===== config.mk =====
export PLATFORM = sky130hd
export DESIGN_NAME = frame_scan_serializer
export DESIGN_NICKNAME = d
export VERILOG_FILES = /design/src/rtl/frame_scan_pkg.sv /design/src/rtl/bit_clock_gen.sv /design/src/rtl/frame_scan_serializer.sv
export SDC_FILE = /design/constraint.sdc
export NUM_CORES = 1
export LEC_CHECK = 0
export BUFFER_PORTS_ARGS = -buffer_cell sky130_fd_sc_hd__buf_2
export CAP_MARGIN = 20
export CORE_ASPECT_RATIO = 0.7
export CORE_MARGIN = 1
export CORE_UTILIZATION = 35
export DETAILED_ROUTE_END_ITERATION = 8
export SYNTH_ARGS = -nofsm -noshare
export SYNTH_HDL_FRONTEND = slang
export SYNTH_SLANG_ARGS = --single-unit

===== constraint.sdc =====
create_clock -name clk -period 141.4 [get_ports clk]
set_input_delay 42.42 -clock clk [delete_from_list [all_inputs] [get_ports clk]]
set_output_delay 42.42 -clock clk [all_outputs]
set_load 0.02 [all_outputs]

===== src/rtl/frame_scan_pkg.sv =====
`timescale 1ns/1ps
`default_nettype none
// ============================================================================
// Module      : frame_scan_pkg
// Description : Shared types and constants for the frame scan serializer and
//               the frame register file bench.
// Revision    : 1.0 - initial release
// ============================================================================
package frame_scan_pkg;

    // Scan sequencer states
    typedef enum logic [1:0] {
        IDLE  = 2'd0,
        LOAD  = 2'd1,
        SHIFT = 2'd2,
        LATCH = 2'd3
    } scan_state_t;

    localparam int c_WORDS_DEF        = 16;
    localparam int c_WIDTH_DEF        = 32;
    localparam int c_HALF_PERIOD_DEF  = 2;
    localparam int c_LATCH_CYCLES_DEF = 2;

    // Counter width able to hold 0..n-1, never narrower than one bit
    function automatic int cnt_w(input int n);
        return (n <= 2) ? 1 : $clog2(n);
    endfunction

endpackage
`default_nettype wire


===== src/rtl/bit_clock_gen.sv =====
`timescale 1ns/1ps
`default_nettype none
// ============================================================================
// Module      : bit_clock_gen
// Description : Phase counter generating the serial bit clock level and an
//               end-of-bit strobe. Runs only while shifting, restarts on entry.
// Revision    : 1.0 - initial release
// ============================================================================
module bit_clock_gen
    import frame_scan_pkg::*;
#(
    parameter int HALF_PERIOD = c_HALF_PERIOD_DEF
)(
    input  logic clk,
    input  logic rst_n,
    input  logic i_run,      // next cycle is a shift cycle
    input  logic i_clr,      // current cycle is not a shift cycle (entry)
    output logic o_sclk,
    output logic o_bit_end
);

    localparam int                c_PH_W    = cnt_w(2 * HALF_PERIOD);
    localparam logic [c_PH_W-1:0] c_PH_LAST = c_PH_W'(2 * HALF_PERIOD - 1);
    localparam logic [c_PH_W-1:0] c_PH_HIGH = c_PH_W'(HALF_PERIOD);

    logic [c_PH_W-1:0] r_phase;
    logic [c_PH_W-1:0] w_phase_nxt;
    logic              r_sclk;

    // Phase of the upcoming cycle: zero on entry or outside shift, else wraps per bit
    always_comb begin
        w_phase_nxt = '0;
        if (i_run && !i_clr) begin
            w_phase_nxt = (r_phase == c_PH_LAST) ? '0 : r_phase + c_PH_W'(1);
        end
    end

    // Phase register and registered sclk level (low half then high half)
    always_ff @(posedge clk) begin
        if (!rst_n) begin
            r_phase <= '0;
            r_sclk  <= 1'b0;
        end else begin
            r_phase <= w_phase_nxt;
            r_sclk  <= i_run && (w_phase_nxt >= c_PH_HIGH);
        end
    end

    assign o_sclk    = r_sclk;
    assign o_bit_end = (r_phase == c_PH_LAST);

endmodule
`default_nettype wire


===== src/rtl/frame_scan_serializer.sv =====
`timescale 1ns/1ps
`default_nettype none
// ============================================================================
// Module      : frame_scan_serializer
// Description : Snapshots all frame words on request and shifts them out MSB
//               first on a serial display link with bit clock and word latch.
// Revision    : 1.0 - initial release
// ============================================================================
module frame_scan_serializer
    import frame_scan_pkg::*;
#(
    parameter int WORDS        = c_WORDS_DEF,
    parameter int WIDTH        = c_WIDTH_DEF,
    parameter int HALF_PERIOD  = c_HALF_PERIOD_DEF,
    parameter int LATCH_CYCLES = c_LATCH_CYCLES_DEF
)(
    input  logic                     clk,
    input  logic                     rst_n,
    input  logic [WORDS*WIDTH-1:0]   frames_flat,
    input  logic                     start,
    output logic                     busy,
    output logic                     done,
    output logic                     sdata,
    output logic                     sclk,
    output logic                     latch,
    output logic [$clog2(WORDS)-1:0] row_idx
);

    localparam int                 c_ROW_W    = $clog2(WORDS);
    localparam int                 c_BIT_W    = cnt_w(WIDTH);
    localparam int                 c_LAT_W    = cnt_w(LATCH_CYCLES + 1);
    localparam logic [c_ROW_W-1:0] c_ROW_LAST = c_ROW_W'(WORDS - 1);
    localparam logic [c_BIT_W-1:0] c_BIT_TOP  = c_BIT_W'(WIDTH - 1);
    localparam logic [c_LAT_W-1:0] c_LAT_LAST = c_LAT_W'(LATCH_CYCLES - 1);

    scan_state_t        r_state, w_state_nxt;
    logic [c_ROW_W-1:0] r_row, w_row_nxt;
    logic [c_BIT_W-1:0] r_bit, w_bit_nxt;
    logic [c_LAT_W-1:0] r_lat, w_lat_nxt;
    logic               r_pending, w_pending_nxt;
    logic               w_scan_end;
    logic               w_bit_end;
    logic               w_clk_run, w_clk_clr;
    logic [WIDTH-1:0]   w_word;
    logic [WIDTH-1:0]   w_frame  [WORDS];
    logic [WIDTH-1:0]   r_shadow [WORDS];
    logic               r_busy, r_done, r_sdata, r_latch;

    generate
        for (genvar gi = 0; gi < WORDS; gi++) begin : g_frame
            assign w_frame[gi] = frames_flat[WIDTH*gi +: WIDTH];
        end
    endgenerate

    assign w_clk_run = (w_state_nxt == SHIFT);
    assign w_clk_clr = (r_state != SHIFT);

    bit_clock_gen #(
        .HALF_PERIOD (HALF_PERIOD)
    ) u_bit_clock_gen (
        .clk       (clk),
        .rst_n     (rst_n),
        .i_run     (i_clr_guard(w_clk_run)),
        .i_clr     (w_clk_clr),
        .o_sclk    (sclk),
        .o_bit_end (w_bit_end)
    );

    // Identity pass-through keeps the run enable a plain wire expression
    function automatic logic i_clr_guard(input logic v);
        return v;
    endfunction

    // Next-state, counters and pending request; the word feeding sdata next cycle
    always_comb begin
        w_state_nxt   = r_state;
        w_row_nxt     = r_row;
        w_bit_nxt     = r_bit;
        w_lat_nxt     = '0;
        w_pending_nxt = r_pending;
        w_scan_end    = 1'b0;
        // A request while a scan is in flight is remembered (depth one)
        if (start && (r_state != IDLE)) begin
            w_pending_nxt = 1'b1;
        end
        case (r_state)
            IDLE: begin
                if (start) begin
                    w_state_nxt = LOAD;
                    w_row_nxt   = '0;
                end
            end
            LOAD: begin
                w_state_nxt = SHIFT;
                w_row_nxt   = '0;
                w_bit_nxt   = c_BIT_TOP;
            end
            SHIFT: begin
                if (w_bit_end) begin
                    if (r_bit == '0) begin
                        w_state_nxt = LATCH;
                    end else begin
                        w_bit_nxt = r_bit - c_BIT_W'(1);
                    end
                end
            end
            LATCH: begin
                if (r_lat == c_LAT_LAST) begin
                    if (r_row == c_ROW_LAST) begin
                        w_scan_end = 1'b1;
                        w_row_nxt  = '0;
                        // A request arriving in this very cycle also triggers the rescan
                        if (r_pending || start) begin
                            w_state_nxt   = LOAD;
                            w_pending_nxt = 1'b0;
                        end else begin
                            w_state_nxt = IDLE;
                        end
                    end else begin
                        w_state_nxt = SHIFT;
                        w_row_nxt   = r_row + c_ROW_W'(1);
                        w_bit_nxt   = c_BIT_TOP;
                    end
                end else begin
                    w_lat_nxt = r_lat + c_LAT_W'(1);
                end
            end
            default: w_state_nxt = IDLE;
        endcase
        // During LOAD the shadow is not yet written, so the first bit comes straight from the input
        w_word = (r_state == LOAD) ? w_frame[0] : r_shadow[w_row_nxt];
    end

    // Sequencer registers and registered outputs, all computed from next-cycle values
    always_ff @(posedge clk) begin
        if (!rst_n) begin
            r_state   <= IDLE;
            r_row     <= '0;
            r_bit     <= '0;
            r_lat     <= '0;
            r_pending <= 1'b0;
            r_busy    <= 1'b0;
            r_done    <= 1'b0;
            r_sdata   <= 1'b0;
            r_latch   <= 1'b0;
        end else begin
            r_state   <= w_state_nxt;
            r_row     <= w_row_nxt;
            r_bit     <= w_bit_nxt;
            r_lat     <= w_lat_nxt;
            r_pending <= w_pending_nxt;
            r_busy    <= (w_state_nxt != IDLE);
            r_done    <= w_scan_end;
            r_sdata   <= (w_state_nxt == SHIFT) ? w_word[w_bit_nxt] : 1'b0;
            r_latch   <= (w_state_nxt == LATCH);
        end
    end

    // Shadow buffer captured once per scan so upstream writes cannot tear the display
    always_ff @(posedge clk) begin
        if (rst_n && (r_state == LOAD)) begin
            for (int i = 0; i < WORDS; i++) begin
                r_shadow[i] <= w_frame[i];
            end
        end
    end

    assign busy    = r_busy;
    assign done    = r_done;
    assign sdata   = r_sdata;
    assign latch   = r_latch;
    assign row_idx = r_row;

endmodule
`default_nettype wire


# Yosys cells after proc, flatten, opt, wreduce, memory -nomap -nowiden
# Memories as Yosys holds them, arrays and structs flattened.
# Cells that the tools add are included.
[totals] word_cells=71 register_bits=21 output_inout_bits=9 memories=1 ram_bits=512 input_bits=515
[classes] reduce_logical=13 n_addsub=4 n_lt_le_gt_ge=2 mux=29 eq_ne=9 n_bitwise=2
[memory_table] name="r_shadow" depth=16 width=32 read_ports=1 rd_ports_with_merged_regs=0 wr=16 line_no="frame_scan_serializer.sv:46" rtl="logic [WIDTH-1:0] r_shadow [WORDS];"
[ops] cell="$mux W32" n=1
[ops] cell="$mux W5" n=4
[ops] cell="$pmux W5 S3" n=1
[ops] cell="$mux W2" n=7
[ops] cell="$mux W4" n=3
[ops] cell="$pmux W4 S3" n=1
[ops] cell="$eq A2 B2 Y1 const B" n=5
[ops] cell="$mux W1" n=10
[ops] cell="$pmux W2 S4" n=1
[ops] cell="$lt A5 B6 Y1 const B" n=1
[ops] cell="$bmux W1 S5" n=1
[ops] cell="$logic_not A5 Y1" n=1
[ops] cell="$sub A5 B1 Y5 const B" n=1
[ops] cell="$add A2 B1 Y2 const B" n=2
[ops] cell="$add A4 B1 Y4 const B" n=1
[ops] cell="$eq A2 B1 Y1 const B" n=2
[ops] cell="$eq A4 B4 Y1 const B" n=1
[ops] cell="$logic_and A1 B1 Y1" n=4
[ops] cell="$reduce_bool A2 Y1" n=2
[ops] cell="$reduce_and A3 Y1" n=1
[ops] cell="$reduce_or A3 Y1" n=1
[ops] cell="$ge A2 B2 Y1 const B" n=1
[ops] cell="$logic_not A2 Y1" n=1
[ops] cell="$ne A2 B2 Y1 const B" n=1
[ops] cell="other kinds (4)" n=5

# Depth between registers and ports, before layout
# Gate-level depths: netlist (run 1).
[depth] word_depth=10 mapped_depth=16 depth_no_buf=12

# Cells and area by module
# Synthesis (run 1) repeated with hierarchy kept, for this count alone.
[hier_totals] cells_unflattened=1537 area_unflattened_um2=21416.8
[by_module_without_submodules] mod="frame_scan_serializer" area_each_um2=21310.4 cells_each=1529 seq_area_each_um2=15735.1 n_inst=1
[by_module_without_submodules] mod="bit_clock_gen" area_each_um2=106.4 cells_each=8 seq_area_each_um2=60.1 n_inst=1

# Least setup slack after synthesis (run 1)
# OpenSTA, ideal clock, no wires.
[synth_path] path_type="input-to-reg" from="in rst_n" to="mem r_shadow[0][0] in the netlist's numbering (enable)" stages=2 arrival_ns=76.834 slack_ns=62.551 path_buffers=0 setup_time_ns=2.015 required_ns=139.385 path_cell_list="inv_1 > nor3_1"
[synth_lines] item="start: declaration" line_no="frame_scan_serializer.sv:18" rtl="input logic rst_n,"
[synth_lines] item="end: declaration" line_no="frame_scan_serializer.sv:46"

# Worst setup path after layout (run 1)
[layout_path] from="in start" to="reg r_sdata (netlist: sdata)"
[layout_between] elab_chain_cells=7 word_cells_on_any_way=14 classes_between="eq/ne (1); mux (10); reduce/logical (2); memory (1)"
[layout_rtl] item="start: declaration" line_no="frame_scan_serializer.sv:20" rtl="input logic start,"
[layout_rtl] item="branches (longest 7 deep; another with $mem_v2 Z16 W32)"
[layout_rtl] item="end signal: assignment" line_no="frame_scan_serializer.sv:154" rtl="r_sdata <= (w_state_nxt == SHIFT) ? w_word[w_bit_nxt] : 1'b0;"
[layout_rtl] item="end: declaration" line_no="frame_scan_serializer.sv:47" rtl="logic r_busy, r_done, r_sdata, r_latch;"
# Parallel ways; which one is timed is not known. The select of a mux whose other input is x is not followed.
# A chain may end at the register's enable or synchronous reset.

==> flow_summary.json, run 1 <==
{
  "crit_chain": "buf_2, nor2_2, a22o_4, or2_4, buf_4, buf_4, nand3_1, a21oi_1, o41ai_1, a2111oi_0, o21ai_0, a32oi_1, nor4_2",
  "die_area_mm2": 0.0644,
  "leakage_nw": 10.7,
  "grt_usage_pct": 23.3,
  "drtIter0Drc": 1741,
  "multiInputGateArea_mm2": 0.00573,
  "die_x_um": 303,
  "cts_hold_buf": 0,
  "num_rows": 76,
  "clk_pin_slew_worst_paths_ns": 0.06,
  "synth_top_family_by_area": "simple AND/OR/NAND/NOR gates",
  "setup_violations": 0,
  "yosysTopAreaCellShare_pct": 69.3,
  "async_flop_share_pct": 0,
  "p_clk_share_pct": 42.8,
  "cp_slowest_cell": "a2111oi_0",
  "antenna_found_initial": 39,
  "maxCapViolCount": 0,
  "clkLatencyLatePin_ns": 0.61,
  "fmax_mhz": 21.5,
  "ant_nets": 0,
  "port_buffers": 523,
  "synth-seq-cells": 533,
  "rsz0062_at_grt": "no",
  "post_cts_buffers": 0,
  "synthSimpleGateAreaFrac_pct": 12.0,
  "clock_skew_ns": 0.0241,
  "core_area_mm2": 0.0621,
  "hold_class": "reg -> reg",
  "synth_compound_area_share_pct": 9.63,
  "start_kind": "primary input",
  "grt_max_degree": 197,
  "path_common_cell": "buf_4",
  "cts.sinks": 533,
  "p_int_w": 0.000276,
  "cts_max_path_buffers": 3,
  "grt_pass1_vias": 16500,
  "period_share_pct": 32.9,
  "dp_hpwl_mm": 53.9,
  "drive_gt1_share_pct": 30.9,
  "layout_commonest_cell": "buf_2",
  "synth_cell_type_count": 75,
  "synthTopCellsByArea": "edfxtp_1, nand2_1, mux2i_1",
  "syn_area_mm2": 0.0222,
  "cp_slowest_stage_delay_ns": 0.99,
  "ir_worst_vdd_mv": 0.0103,
  "post-route-util_pct": 44.2,
  "synthFlopType": "edfxtp_1",
  "viasPerCell": 5.40,
  "critical_path.endpoint_type": "flop",
  "worst_slew_margin_rel_pct": 9.05,
  "path_buf_inv": 3,
  "cts_tree": "done",
  "drt_wl_total_mm": 76.2,
  "wl_per_cell_um": 25.2,
  "period_minus_slack_ns": 46.59,
  "swShare_pct": 21.7,
  "synth_edf_count": 512,
  "ys_seq_area_share_pct": 71.2,
  "switchingPower_w": 0.0000765,
  "h-tree-depth": 2,
  "grt-ovfl-total": 0,
  "power.share.sequential_pct": 51.4,
  "ctsResizeCount": 0,
  "syn_to_final_growth_pct": 23.8,
  "syn-instance-count": 1633,
  "num-fill-cells": 5785,
  "worst_slew_pin_slew_ns": 1.36,
  "cts_root_buf": "clkbuf_16",
  "cp.required_ns": 141.89,
  "most-common-layout-cells": "buf_2, edfxtp_1, nand2_1",
  "syn_area_per_cell_um2": 13.6,
  "vias": 16300,
  "synth_fa_ha_area_share_pct": 0.282,
  "pwr-share-comb_pct": 5.8,
  "place_congestion": 0.903,
  "ys.warnings.count": 0,
  "power_density_mw_per_mm2": 12.8,
  "start_util_pct": 35.7,
  "maxSlewViolCount": 0,
  "status": "finished clean",
  "grt_pass1_wl_mm": 108,
  "crit_path_max_fanout": 91,
  "synth_area_leader_cell": "edfxtp_1",
  "critPathArrivalTime_ns": 47.08,
  "tns_ns": 0,
  "ios": 524,
  "drc_errors": 0,
  "synth_nets": 2153,
  "cts_buffers": 54,
  "die_y_um": 213,
  "path_class": "in -> reg",
  "synth_mux_area_share_pct": 3.68,
  "dr.pass1.iters": 5,
  "synthXorXnorAreaFrac_pct": 0,
  "seq_area_mm2": 0.0158,
  "nets": 2653,
  "path_delay_family": "compound AO/OA/AOI/OAI gates",
  "hold_viol_final": 0
}
-- layer usage --
| metal | wire length (um) | up-vias | GRT usage [%] |
|---|---|---|---|
| met5 | 151 | - | 0 |
| met4 | 2180 | 24 | 7.59 |
| met3 | 7870 | 154 | 7.74 |
| met2 | 34500 | 849 | 35.9 |
| met1 | 31400 | 8011 | 30.8 |
| li1 | - | 7278 | - |
-- worst paths after layout --
path                            startpoint        to  slack, ns  cells past startpoint
worst min-delay path              r_lat[0]  r_lat[0]       0.43                      1
worst max register to register  r_state[0]     sdata     135.65                     13
worst min register to register    r_lat[0]  r_lat[0]       0.43                      1
worst max-delay path                 start     sdata      94.81                     13
-- flip-flops by register name, summed over array words and instances, names as in the netlist --
name and count:
sdata 1, u_bit_clock_gen.o_sclk 1, r_state 2, r_lat 2, latch 1, r_bit 5, r_pending 1, r_shadow 512
row_idx 4, u_bit_clock_gen.r_phase 2, busy 1, done 1
-- power by group through the flow --
stage | Clock (W) | Sequential [W] | Combinational, W
4_1_cts | 0.000154 | 0.000181 | 0.0000203
3_3_place_gp | 0 | 0.000184 | 0.0000199
6_report | 0.000151 | 0.000181 | 0.0000203
2_1_floorplan | 0 | 0.000191 | 0.00000780
5_1_grt | 0.000160 | 0.000182 | 0.0000219
3_5_place_dp | 0 | 0.000185 | 0.0000201
-- final cells by class --
cell class              count  area share (%)
clock buffers              66            5.20
clock inverters            33            1.54
inverters                  35           0.478
diodes                     26           0.237
multi-input cells         958            20.9
flip-flops and latches    533            57.5
well taps                 819            3.73
repair buffers            551            10.4
-- Yosys cell counts, drive strengths merged (5+ instances only) --
master and instances:
a211oi 13, a22oi 10, nand2 350, nor3 10, a31oi 29, a311oi 29
nor4 5, o211ai 7, and2 5, a21oi 32, mux2 5, mux2i 76
nor2 50, o2111ai 6, o21ai 48, a2111oi 5, clkbuf 18, nor4b 5
o22ai 5, o211a 24, a32oi 10, nand3 117, nand4 23, inv 34
dfxtp 21, o221ai 5, a221o 15, a221oi 16, and3 14, edfxtp 512
buf 89, ha 5
-- stage by stage --
step,hold slack (ns),worst slack [ns],cells,total power [W],instance area (um2)
finish,0.428,94.81,3021,0.000352,27500
global route,0.454,94.66,3012,0.000364,27400
CTS,0.428,94.89,2994,0.000355,27400
detailed placement,0.419,94.24,2895,0.000205,25500
global placement,0.406,94.29,2895,0.000204,25500
floorplan,0.397,62.55,1633,0.000198,22200
-- cell families (layout without fill, tap and decap cells) --
family,Yosys count,after routing
buffers and inverters,142,685
other,0,26
and+or+nand+nor,591,591
DFF,533,533
muxes,81,81
adders and majority gates,5,5
AOI/OAI and AO/OA,281,281
-- worst reg2reg max path: stages, from the launching register on --
cell	delay [ns]
dfxtp_1	0.93
nand2_2	0.25
nor4_4	0.27
buf_4	0.37
or2_4	0.22
buf_4	0.74
buf_4	0.77
nand3_1	0.23
a21oi_1	0.21
o41ai_1	0.16
a2111oi_0	0.99
o21ai_0	0.18
a32oi_1	0.25
nor4_2	0.06
No activity file was read; power rests on OpenSTA's default activity.
==> run 2: changes to the inputs <==
--- a/config.mk
+++ b/config.mk
@@ -5,6 +5,7 @@
 export SDC_FILE = /design/constraint.sdc
 export NUM_CORES = 1
 export LEC_CHECK = 0
+export ABC_AREA = 1
 export BUFFER_PORTS_ARGS = -buffer_cell sky130_fd_sc_hd__buf_2
 export CAP_MARGIN = 20
 export CORE_ASPECT_RATIO = 0.7
==> constraint.sdc (replaced) <==
create_clock -name clk -period 47.5 [get_ports clk]
set_input_delay 14.25 -clock clk [delete_from_list [all_inputs] [get_ports clk]]
set_output_delay 14.25 -clock clk [all_outputs]
set_load 0.02 [all_outputs]
==> run 2 against run 1 <==
Compared with the run above:
- wire length shrank 2.2%
- via count grew 3.9%
- non-clock buffer count is 8 lower
- hold slack improved by 0.00059 ns
- worst setup slack lost 65 ns
- sequential power rose to 3.0 times the previous value
- cell area increased by 1.3%
- clock skew is 0.017 ns lower
- sequential share of layout area shrank 0.72 points
- total power increased to 2.9 times the previous value
- critical endpoint unchanged
==> flow_summary.json, run 2 <==
{
  "ant_nets": 0,
  "regToRegEndpoint": "sdata",
  "synthFlopType": "edfxtp_1",
  "syn-instance-count": 2026,
  "yosysMostFrequentCell": "edfxtp_1",
  "multiInputGateArea_mm2": 0.00564,
  "top_layer": "met5",
  "period_share_pct": 37.1,
  "synth_cell_type_count": 32,
  "clk_pin_slew_worst_paths_ns": 0.06,
  "cp_slowest_cell": "buf_4",
  "layout_commonest_cell": "buf_2",
  "synthTopCellsByArea": "edfxtp_1, nand2_1, nand3_1",
  "ys_seq_area_share_pct": 69.2,
  "grt-ovfl-total": 0,
  "syn_area_per_cell_um2": 11.3,
  "clock_skew_ns": 0.00743,
  "tns_ns": 0,
  "synthXorXnorAreaFrac_pct": 0.0768,
  "cts_max_path_buffers": 3,
  "setup_violations": 0,
  "leakage_nw": 11.5,
  "drt_wl_total_mm": 74.5,
  "seq_area_mm2": 0.0158,
  "syn_to_final_growth_pct": 21.8,
  "cts_hold_buf": 0,
  "port_buffers": 523,
  "synthSimpleGateAreaFrac_pct": 20.4,
  "maxSlewViolCount": 0,
  "wl_per_cell_um": 21.8,
  "drc_errors": 0,
  "num-fill-cells": 6094,
  "core_area_mm2": 0.0638,
  "ctsResizeCount": 0,
  "dpl_cell_area_mm2": 0.0261,
  "die_area_mm2": 0.0662,
  "met2WireLength_mm": 35.0,
  "final_area_mm2": 0.0278,
  "fmax_mhz": 56.8,
  "cts_tree": "done",
  "antenna_found_initial": 12,
  "largest_reg_flops": 512,
  "synth_compound_area_share_pct": 3.68,
  "start_util_pct": 35.8,
  "worstRegToRegCells": 19,
  "ir_worst_vdd_mv": 0.0294,
  "m1WireLength_mm": 32.4,
  "vias": 17000,
  "yosysTopAreaCellShare_pct": 67.4,
  "synth_fa_ha_area_share_pct": 0.274,
  "crit_path_max_fanout": 83,
  "grt_usage_pct": 22.2,
  "cts_buffers": 52,
  "post_cts_buffers": 0,
  "worst_slew_margin_rel_pct": 24.1,
  "async_flop_share_pct": 0,
  "crit_chain": "buf_2, inv_1, nand2_1, nand2_1, nand2_1, nand2_4, nand2_8, clkinv_2, buf_4, nand2_1, nand2_1, nand2_1, nand3_1, nand3_1, nand3_1, nand2_1, nand3_1, nand3_1, nand3_1, nand3_1, a21oi_1",
  "grt_pass1_vias": 16800,
  "power_density_mw_per_mm2": 36.2,
  "die_y_um": 216,
  "synth_edf_count": 512,
  "most-common-layout-cells": "buf_2, edfxtp_1, nand2_1",
  "hold_class": "reg -> reg",
  "dr.pass1.iters": 5,
  "worst_slew_pin_slew_ns": 1.14,
  "ios": 524,
  "cp.required_ns": 48.03,
  "hp-start": "r_lat[0]",
  "dp_hpwl_mm": 50.6,
  "maxCapViolCount": 0,
  "critical_path.endpoint_type": "flop",
  "rsz0062_at_grt": "no",
  "syn_area_mm2": 0.0228,
  "h-tree-depth": 2,
  "grt_pass1_wl_mm": 107,
  "synth_mux_area_share_pct": 0.0439,
  "regMostFlops": "r_shadow",
  "synth_top_family_by_area": "simple AND/OR/NAND/NOR gates",
  "drtIter0Drc": 1584,
  "period_minus_slack_ns": 17.61,
  "netlist_top_cells_count": "edfxtp_1, nand2_1, nand3_1",
  "nets": 3021,
  "cp_slowest_stage_delay_ns": 0.65,
  "synth_nets": 2546,
  "synth_area_leader_cell": "edfxtp_1",
  "num_rows": 77,
  "drive_gt1_share_pct": 24.8,
  "path_class": "in -> reg",
  "hold_viol_final": 0,
  "grt_max_degree": 193,
  "status": "finished clean",
  "worstReg2RegStart": "row_idx[0]",
  "critPathArrivalTime_ns": 18.15,
  "r2r_slack_ns": 42.66,
  "cts_root_buf": "clkbuf_16",
  "synth-seq-cells": 533,
  "ys.warnings.count": 0,
  "hold_end": "r_lat[0]",
  "place_congestion": 0.828,
  "hold_depth": 1,
  "cts.sinks": 533,
  "start_kind": "primary input",
  "wl_met3_mm": 5.55,
  "viasPerCell": 4.96,
  "die_x_um": 307,
  "clkLatencyLatePin_ns": 0.60
}
## run 2: cell count changes after synthesis, sizes merged, moves of 26 or more
cell    change
o211ai     +72
nand2     +157
a311oi     -29
nand3     +235
mux2i      -75
nand3b     +92
a31oi      -29
inv       +184
o21ai      -26
## run 2: how the worst max path moves through the flow
stage,start,slack [ns],cells past startpoint,to
2_1_floorplan,rst_n,10.38,3,r_shadow[0][0]
3_3_place_gp,start,29.28,21,sdata
3_5_place_dp,rst_n,29.25,6,r_shadow[4][10]
4_1_cts,rst_n,29.91,6,r_shadow[4][8]
5_1_grt,start,29.52,21,sdata
6_report,start,29.89,21,sdata
## run 2: critical path, delay by kind of cell
family	cells	cell delay, ns
AOI/OAI and AO/OA	1	0.14
and+or+nand+nor	16	2.31
buffers and inverters	4	1.35
## run 2: metrics by stage
| step | power (W) | util, % | cells | hold slack, ns | setup slack (ns) |
|---|---|---|---|---|---|
| 2_1_floorplan | 0.000588 | - | 2026 | 0.398 | 10.38 |
| 3_3_place_gp | 0.000614 | 41.0 | 3315 | 0.410 | 29.28 |
| 3_5_place_dp | 0.000615 | 41.0 | 3315 | 0.424 | 29.25 |
| 4_1_cts | 0.00102 | 43.5 | 3409 | 0.433 | 29.91 |
| 5_1_grt | 0.00104 | 43.6 | 3415 | 0.461 | 29.52 |
| 6_report | 0.00101 | 43.6 | 3421 | 0.429 | 29.89 |
## run 2: routing by layer
layer / track usage (%) / vias to the layer above
li1: - / 7977
met1: 30.4 / 8204
met2: 35.6 / 670
met3: 4.69 / 97
met4: 6.04 / 6
met5: 0 / -
## run 2: cell type report
class	instances	area share (%)
clock inverter	28	0.855
tap	869	3.91
multi-input combinational	1153	20.3
inverter	218	2.97
clock buffer	66	4.95
timing repair buffer	543	10.1
sequential	533	56.8
antenna	11	0.0990
## run 2: report_power, final
group	switching (W)	leakage [nW]	total [W]	internal [W]
registers	0.00000404	4.83	0.000537	0.000533
logic	0.0000414	5.93	0.0000675	0.0000260
clock network	0.000177	0.774	0.000403	0.000226
## run 2: cells by family (layout without fill, tap and decap cells)
group | count (synthesis) | in the layout
AOI/OAI and AO/OA | 125 | 125
xor gates and xnor gates | 2 | 2
adders and majority gates | 5 | 5
buffers and inverters | 340 | 855
DFF | 533 | 533
muxes | 1 | 1
other | 0 | 11
and+or+nand+nor | 1020 | 1020
